[config.mk]
export PLATFORM = sky130hd
export DESIGN_NAME = pipe_stall_ctrl
export DESIGN_NICKNAME = d
export VERILOG_FILES = /design/src/rtl/pipe_stall_ctrl_pkg.sv /design/src/rtl/pipe_stall_ctrl_sat_counter.sv /design/src/rtl/pipe_stall_ctrl.sv
export SDC_FILE = /design/constraint.sdc
export NUM_CORES = 1
export LEC_CHECK = 0
export ABC_AREA = 1
export ABC_CLOCK_PERIOD_IN_PS = 1700
export BUFFER_PORTS_ARGS = -buffer_cell sky130_fd_sc_hd__buf_2
export CORE_ASPECT_RATIO = 1.5
export CORE_MARGIN = 2
export CORE_UTILIZATION = 42
export CTS_BUF_LIST = sky130_fd_sc_hd__clkbuf_16
export CTS_CLUSTER_SIZE = 12
export DETAILED_ROUTE_END_ITERATION = 16
export PLACE_DENSITY = 0.76
export SYNTH_ARGS = -nofsm -noshare
export SYNTH_HDL_FRONTEND = slang
export SYNTH_SLANG_ARGS = --single-unit
[constraint.sdc]
create_clock -name clk -period 1.7 [get_ports clk]
set_input_delay 0.255 -clock clk [delete_from_list [all_inputs] [get_ports clk]]
set_output_delay 0.255 -clock clk [all_outputs]
set_load 0.02 [all_outputs]
[src/rtl/pipe_stall_ctrl_pkg.sv]
// pipe_stall_ctrl_pkg: stall patterns, exception constants and controller FSM states
package pipe_stall_ctrl_pkg;
    typedef logic [5:0] stall_t;
    localparam stall_t STALL_NONE = 6'b000000;
    localparam stall_t STALL_ID = 6'b000111;
    localparam stall_t STALL_EX = 6'b001111;
    localparam logic [31:0] EXC_ERET = 32'h0000000e;
    localparam logic [31:0] EXC_VECTOR = 32'h00000020;
    typedef enum logic [0:0] {IDLE = 1'b0, MC_HOLD = 1'b1} ctrl_state_t;
endpackage

[src/rtl/pipe_stall_ctrl_sat_counter.sv]
// sat_counter: free-running up counter with synchronous clear that sticks at all-ones
module sat_counter #(
    parameter int W = 32
) (
    input  logic         clk,
    input  logic         clr,
    input  logic         en,
    output logic [W-1:0] q
);
    always_ff @(posedge clk) begin
        if (clr) q <= '0;
        else if (en && q != '1) q <= q + 1'b1;
    end
endmodule

[src/rtl/pipe_stall_ctrl.sv]
// pipe_stall_ctrl: arbitrates ID/EX stall requests, exception flush and multi-cycle EX holds
module pipe_stall_ctrl
    import pipe_stall_ctrl_pkg::*;
#(
    parameter int MC_CNT_W = 4,
    parameter int PERF_W = 32
) (
    input  logic                clk,
    input  logic                rst,
    input  logic                stallreq_from_id,
    input  logic                stallreq_from_ex,
    input  logic                ex_mc_start,
    input  logic [MC_CNT_W-1:0] ex_mc_cycles,
    input  logic [31:0]         excepttype,
    input  logic [31:0]         cp0_epc,
    output stall_t              stall,
    output logic                flush,
    output logic [31:0]         new_pc,
    output logic                ex_mc_done,
    output logic                ex_mc_busy,
    output logic [PERF_W-1:0]   stall_cycles
);
    ctrl_state_t state, state_nxt;
    logic [MC_CNT_W-1:0] cnt, cnt_nxt;
    logic exc, hold, mc_go, last;
    // The start cycle itself is the first stalled cycle, so MC_HOLD covers the remaining N-1
    always_comb begin
        exc = !rst && excepttype != '0;
        hold = state == MC_HOLD;
        mc_go = !hold && ex_mc_start && ex_mc_cycles != '0;
        last = hold ? cnt == MC_CNT_W'(1) : mc_go && ex_mc_cycles == MC_CNT_W'(1);
        flush = exc;
        new_pc = !exc ? '0 : excepttype == EXC_ERET ? cp0_epc : EXC_VECTOR;
        stall = (rst || exc) ? STALL_NONE
              : (hold || mc_go || stallreq_from_ex) ? STALL_EX
              : stallreq_from_id ? STALL_ID : STALL_NONE;
        ex_mc_done = !rst && !exc && last;
        ex_mc_busy = !rst && hold;
        state_nxt = exc ? IDLE : hold ? (last ? IDLE : MC_HOLD) : (mc_go && !last) ? MC_HOLD : IDLE;
        cnt_nxt = exc ? '0 : hold ? cnt - 1'b1 : (mc_go && !last) ? ex_mc_cycles - 1'b1 : '0;
    end
    always_ff @(posedge clk) begin
        if (rst) begin
            state <= IDLE;
            cnt <= '0;
        end else begin
            state <= state_nxt;
            cnt <= cnt_nxt;
        end
    end
    sat_counter #(.W(PERF_W)) u_perf (
        .clk(clk),
        .clr(rst),
        .en (stall != STALL_NONE),
        .q  (stall_cycles)
    );
    a_no_restart: assert property (@(posedge clk) disable iff (rst) !(ex_mc_start && state == MC_HOLD));
endmodule

# After elaboration in Yosys (flattened, before gate mapping)
# Cells that the tools add are included.
# Widths: inputs -> output; s select.
# word_totals
wordCells,41
regBits,37
output_inout_bits,73
inputBits,73
# op_classes
add_sub_neg,3
n_eq_ne,4
n_reduce_logical,20
n_mux,11
# op_table
operator,n
$mux 32,2
$add 32x1->32 const B,1
$eq 32x4->1 const B,1
$ne 32x32->1 const B,1
$reduce_bool 32->1,1
$mux 4,4
$logic_and 1x1->1,9
$eq 4x1->1 const B,2
$sub 4x1->4 const B,2
$reduce_bool 6->1,1
$logic_not 1->1,4
$mux 1,4
$reduce_bool 4->1,1
$logic_or 1x1->1,3
$mux 3,1
$reduce_or 2->1,1

# Depth between registers and ports, before layout
# logic_depth
depth_word,9
depth_mapped,11
mapped_depth_nobuf,10

# Hierarchy
# A second synthesis with hierarchy kept.
# hier_totals
hier_cells,517
hier_area_um2,3121.7
# by_module_without_submodules
module,cells_per_inst,n_inst,seq_area_each_um2,area_each_um2
sat_counter,324,1,640.6,2062.0
pipe_stall_ctrl,193,1,100.1,1059.8

# Worst setup path before layout
# Ideal clock, no wire load.
# synth_timing
path_kind,reg-to-reg
from,reg u_perf.q[0]
to,reg u_perf.q[10]
arrival_time_ns,1.681
stages_incl_launch_ff,12
synth_period_minus_slack_ns,1.812
setup_time_ns,0.131
setup_slack_ns,-0.112
path_cell_list,dfxtp_1 -> ha_1 -> nand3_2 -> inv_2 -> nand2_2 -> nor2_4 -> nand2_2 -> inv_1 -> nor2_4 -> buf_4 -> nand2_1 -> a21oi_2
# synth_between
elab_chain_len,2
elab_cells_between_ends,3
classes_between,add/sub (1); eq/ne (1); reduce/logical (1)
# synth_lines
item,line,text
from (decl),pipe_stall_ctrl_sat_counter.sv:8,output logic [W-1:0] q
from (signal assigned),pipe_stall_ctrl_sat_counter.sv:12,else if (en && q != '1) q <= q + 1'b1;
branches (longest 2 deep; another with $add 32x1->32),--,
# Parallel ways; which one is timed is not known.
# A chain may end at the register's enable or synchronous reset.

# Final worst setup path
# layout_timing
from,in excepttype[0]
to,out new_pc[12]
# layout_between
elab_chain_len,3
elab_cells_between_ends,5
classes_between,eq/ne (1); mux (2); reduce/logical (2)
# layout_lines
item,line,text
from (decl),pipe_stall_ctrl.sv:14,"input logic [31:0] excepttype,"
$eq 32x4->1 / $reduce_bool 32->1 (equally long branches),"pipe_stall_ctrl.sv:33, pipe_stall_ctrl.sv:28",
$mux 32 / $logic_and 1x1->1 (equally long branches),"pipe_stall_ctrl.sv:33, pipe_stall_ctrl.sv:28",
$mux 32 *,pipe_stall_ctrl.sv:33,new_pc = !exc ? '0 : excepttype == EXC_ERET ? cp0_epc : EXC_VECTOR;
to (decl),pipe_stall_ctrl.sv:18,"output logic [31:0] new_pc,"
# Every way passes the cells marked *; elsewhere a longest branch is shown, timed or not.

==> results by stage <==
Floorplan:
- The die outline area is 0.007465 mm2.
- The die is slightly above 70 um wide.
- The standard-cell row count is 36.
- The core area is approximately 0.0065 mm2.
- The floorplan step set the die height to around 100 um.
- The effective utilization at floorplan is between 40% and 50%.
- The number of top-level pins is approximately 150.

Setup path:
- The endpoint identified for the worst register-to-register timing path is u_perf.q[13]$_SDFFE_PP0P_.
- The launching element of the worst setup path is excepttype[0].
- The highest net fanout along the worst path is 7.
- The kind of start point of the critical path is a primary input.
- The type of the worst setup path is primary input to primary output.
- The data required time of the critical path is approximately 1400 ps.
- The start of the worst register-to-register path is u_perf.q[0]$_SDFFE_PP0P_.
- The worst setup path is captured at a primary output.
- In this run the register-to-register setup slack is -90 ps.
- The arrival time reported for the critical path endpoint is approximately 1600 ps.
- The worst register-to-register path has a depth of 11.

Timing:
- The minimum period implied by the final worst setup slack is 1889 ps.
- Setup repair after global routing could not meet its margin everywhere.
- Once routing completed, OpenROAD measured the worst setup slack at -188.7 ps.
- Across the routed clock network, the largest skew measured is around 4.0 ps.
- Setup violations remaining at the end of the flow were counted as 57.
- The final number of max-transition violations is 0.
- Static timing analysis puts the maximum clock frequency at approximately 0.53 GHz.
- At the pin with the least slew margin, the transition time is 527.4 ps.
- After layout, the worst path uses 111.1% of the clock period.
- The tightest hold path in the finished design has a slack of roughly 320 ps.
- The number of hold violations in the final report was 0.
- The worst pin sits at a relative slew slack of roughly two thirds.

Power and ir drop:
- The internal power is approximately 1.5 mW.
- Of the total power, combinational logic draws between 10% and 20%.
- The power per cell area is between 400 and 500 mW/mm2.
- The peak supply drop is approximately 400 uV.
- The leakage power is about 2.3 nW.
- Net switching is 24.91% of the power.
- The power share of the clock group is ~45%.
- In this run the power spent charging and discharging nets is just over 500 uW.
- Sequential cells account for 42.7% of the total power.

Placement:
- The last weighted congestion value of the routability-driven placer is around 1.
- The sum of net half-perimeters after detailed placement is roughly 7500 um.
- The standard cell area after detailed placement is between 0.003 and 0.004 mm2.
- The worst slack at placement is -217.6 ps.
- The count of port buffers added during placement is around 140.

Synthesis:
- After synthesis, flip-flops and latches occupy about a quarter of the total area.
- The xor and xnor fraction of the mapped netlist area is under 10%.
- The arithmetic-cell share of the synthesized area counting full adders, half adders and majority gates is ~2.2%.
- Counting distinct cell types in the post-synthesis netlist gives 32.
- The number of flops mapped to enable cells by yosys is 0.
- For this run, asynchronously set or reset flops after synthesis account for 0%.
- The number of synthesized register bits is 37.
- The cell with the most instances after synthesis is sky130_fd_sc_hd__nand2_1.
- The fraction of the mapped netlist area in simple logic gates is between 40% and 50%.
- The cell area after technology mapping is 0.002846 mm2.
- The post-synthesis mux area share is 0%.
- The top cell type by area accounts for around a quarter of the synthesized area.
- sky130_fd_sc_hd__dfxtp_1 takes more of the synthesized area than any other cell.
- For this run, the number of Yosys warnings is 0.
- Among all flip-flop cells after synthesis, the most frequent one is sky130_fd_sc_hd__dfxtp_1.
- In the post-synthesis netlist, the biggest area contributors are sky130_fd_sc_hd__dfxtp_1 (26%), sky130_fd_sc_hd__nand2_1 (25%), sky130_fd_sc_hd__nor2_1 (14%), sky130_fd_sc_hd__a21oi_1 (6.0%), sky130_fd_sc_hd__xor2_1 (4.9%).
- By area, the combinational part of the netlist is dominated by simple AND/OR/NAND/NOR gates.
- The synthesized instance count is ~490.
- The compound-gate portion of the synthesized area is approximately 7.5%.
- After synthesis, the most frequently instantiated cells are sky130_fd_sc_hd__nand2_1 (191), sky130_fd_sc_hd__nor2_1 (108), sky130_fd_sc_hd__dfxtp_1 (37).
- Each instance of the synthesized netlist takes up on average between 5 and 6 um2.

Routing:
- The first routing iteration left 319 violations.
- Dividing the detail-routed wire length by the instance count gives around 16 um.
- The number of detailed-route iterations in the first pass is 5.
- The count of nets left with antenna violations once routing finished came out at 0.
- After detailed routing, the total wire length is between 10000 and 15000 um.
- The total number of vias is roughly 4000.
- After detailed routing, the number of vias per cell comes to ~5.3.
- The number of remaining DRC errors is 0.

Hold path:
- The tightest min-delay check is of the primary input to register type.
- The end point of the worst hold path is cnt[2]$_SDFF_PP0_.
- The beginning of the worst hold path is ex_mc_cycles[2].
- The hold path depth is 4.

Final layout:
- The final core utilization is between 70% and 80%.
- The diode insertion count for antenna repair is 0.
- The area of all placed cells without fillers is about 0.0050 mm2.
- The post-layout net count is between 700 and 800.
- In the final layout, the multi-input gates occupy ~0.0023 mm2.
- Cells with a size suffix above 1 make up about half of the layout.
- Relative to the synthesized area, the layout overhead comes to 76.22%.
- The sequential cells in the finished layout cover a total of around 750 um2.
- Fill cells in the final layout number roughly 440.

GRT:
- The largest net degree at the start of global routing is 34.
- The via count of the first global-routing pass is around 3500.
- The initial antenna violation count came to 0.
- Summed over all layers, the global routing overflow is 0.
- The first global-routing pass estimated 15240 um of wire.
- The all-layer global routing usage is 25.32%.

Clock network:
- The clock transition time at the flip-flop clock pins of the worst setup and hold paths is around 60 ps.
- Counting every sink on the clock net gives 37.
- The clock insertion delay at the later pin of the skew report is between 200 and 300 ps.
- TritonCTS built the clock tree.
- The number of hold-repair buffers added at the cts stage is 0.
- The number of clock buffers added by TritonCTS is 5.
- The tree is rooted in a sky130_fd_sc_hd__clkbuf_16.
- The maximum buffer depth of the clock tree is 2.
- CTS built an H-tree with a depth of 2.

Status:
- The checks that failed: negative setup slack.
- The run finished, with violations left.

Flow run:
- Max-cap violations in this run came to 0.
routing by layer:
layer | part of all wire [%] | up-vias | track usage (%)
met4 | 6.1 | 0 | 12.67
met2 | 53 | 245 | 48.94
met5 | 0 | - | 0
met3 | 7.9 | 53 | 3.375
met1 | 33 | 1835 | 25.22
li1 | - | 1886 | -
critical path, cell delays in order:
cell	delay [ps]
sky130_fd_sc_hd__buf_2	110
sky130_fd_sc_hd__nor2_2	90
sky130_fd_sc_hd__nand3_1	100
sky130_fd_sc_hd__nor4_2	290
sky130_fd_sc_hd__nand2_1	150
sky130_fd_sc_hd__inv_4	140
sky130_fd_sc_hd__buf_6	160
sky130_fd_sc_hd__nand2_1	80
sky130_fd_sc_hd__nor2_2	120
sky130_fd_sc_hd__buf_6	130
power groups by stage:
| stage | logic, mW | clock network [mW] | registers (mW) |
|---|---|---|---|
| after global routing | 0.269 | 0.947 | 0.866 |
| after CTS | 0.178 | 0.911 | 0.867 |
| final | 0.252 | 0.912 | 0.867 |
| after global placement | 0.171 | 0 | 0.886 |
| after detailed placement | 0.176 | 0 | 0.886 |
| after floorplan | 0.0703 | 0 | 0.886 |
repair_timing:
action | CTS | global route
setup endpoints to repair | 38 | 70
setup buffers | 0 | 6
resized for setup | 37 | 191
pin swaps | 1 | 38
cloned | 0 | 11
cells by family (layout without fill, tap and decap cells):
kind of cell	count (synthesis)	after routing
xor gates and xnor gates	25	25
adders and majority gates	5	5
and+or+nand+nor	333	333
AOI/OAI and AO/OA	40	40
DFF	37	37
buffers and inverters	47	235
other	1	2
flip-flops by register name, summed over array words and instances (netlist names):
name,count
hold,1
u_perf.q,32
cnt,4
worst max-delay path by stage:
stage | to | depth (start not counted) | slack [ps]
finish | new_pc[12] | 10 | -190
global route | new_pc[12] | 10 | -270
floorplan | u_perf.q[10]$_SDFFE_PP0P_ | 11 | 10
detailed placement | new_pc[13] | 10 | -220
CTS | new_pc[15] | 10 | -140
global placement | new_pc[16] | 10 | -250
metrics by stage:
step / power [mW] / std cells / TNS (ps)
2_1_floorplan: 0.9564 / 489 / 0
3_3_place_gp: 1.057 / 728 / -9804
3_5_place_dp: 1.062 / 728 / -9643
4_1_cts: 1.956 / 736 / -3184
5_1_grt: 2.083 / 753 / -11660
6_report: 2.031 / 753 / -5373
cells in the final DEF (no fill, tap or decap), types with 5 or more instances in the layout:
cell,n
sky130_fd_sc_hd__a21oi_1,9
sky130_fd_sc_hd__nor2_2,31
sky130_fd_sc_hd__inv_1,21
sky130_fd_sc_hd__a21oi_2,25
sky130_fd_sc_hd__nand2_1,154
sky130_fd_sc_hd__nor2_4,14
sky130_fd_sc_hd__clkbuf_16,12
sky130_fd_sc_hd__dfxtp_2,8
sky130_fd_sc_hd__nand3_1,5
sky130_fd_sc_hd__buf_4,51
sky130_fd_sc_hd__buf_6,38
sky130_fd_sc_hd__nand2_4,16
sky130_fd_sc_hd__buf_2,99
sky130_fd_sc_hd__xnor2_1,9
sky130_fd_sc_hd__nand3b_1,8
sky130_fd_sc_hd__nor2_1,67
sky130_fd_sc_hd__xor2_1,16
sky130_fd_sc_hd__dfxtp_1,29
sky130_fd_sc_hd__nand2_2,23
final cells by class:
| class | instances | share of cell area, % |
|---|---|---|
| clock buffers | 5 | 2.494 |
| clock inverters | 3 | 0.3492 |
| inverters | 27 | 2.170 |
| multi-input cells | 405 | 46.79 |
| flip-flops and latches | 37 | 14.97 |
| well taps | 76 | 1.896 |
| repair buffers | 200 | 31.33 |
Power figures use the tool's default switching activity.
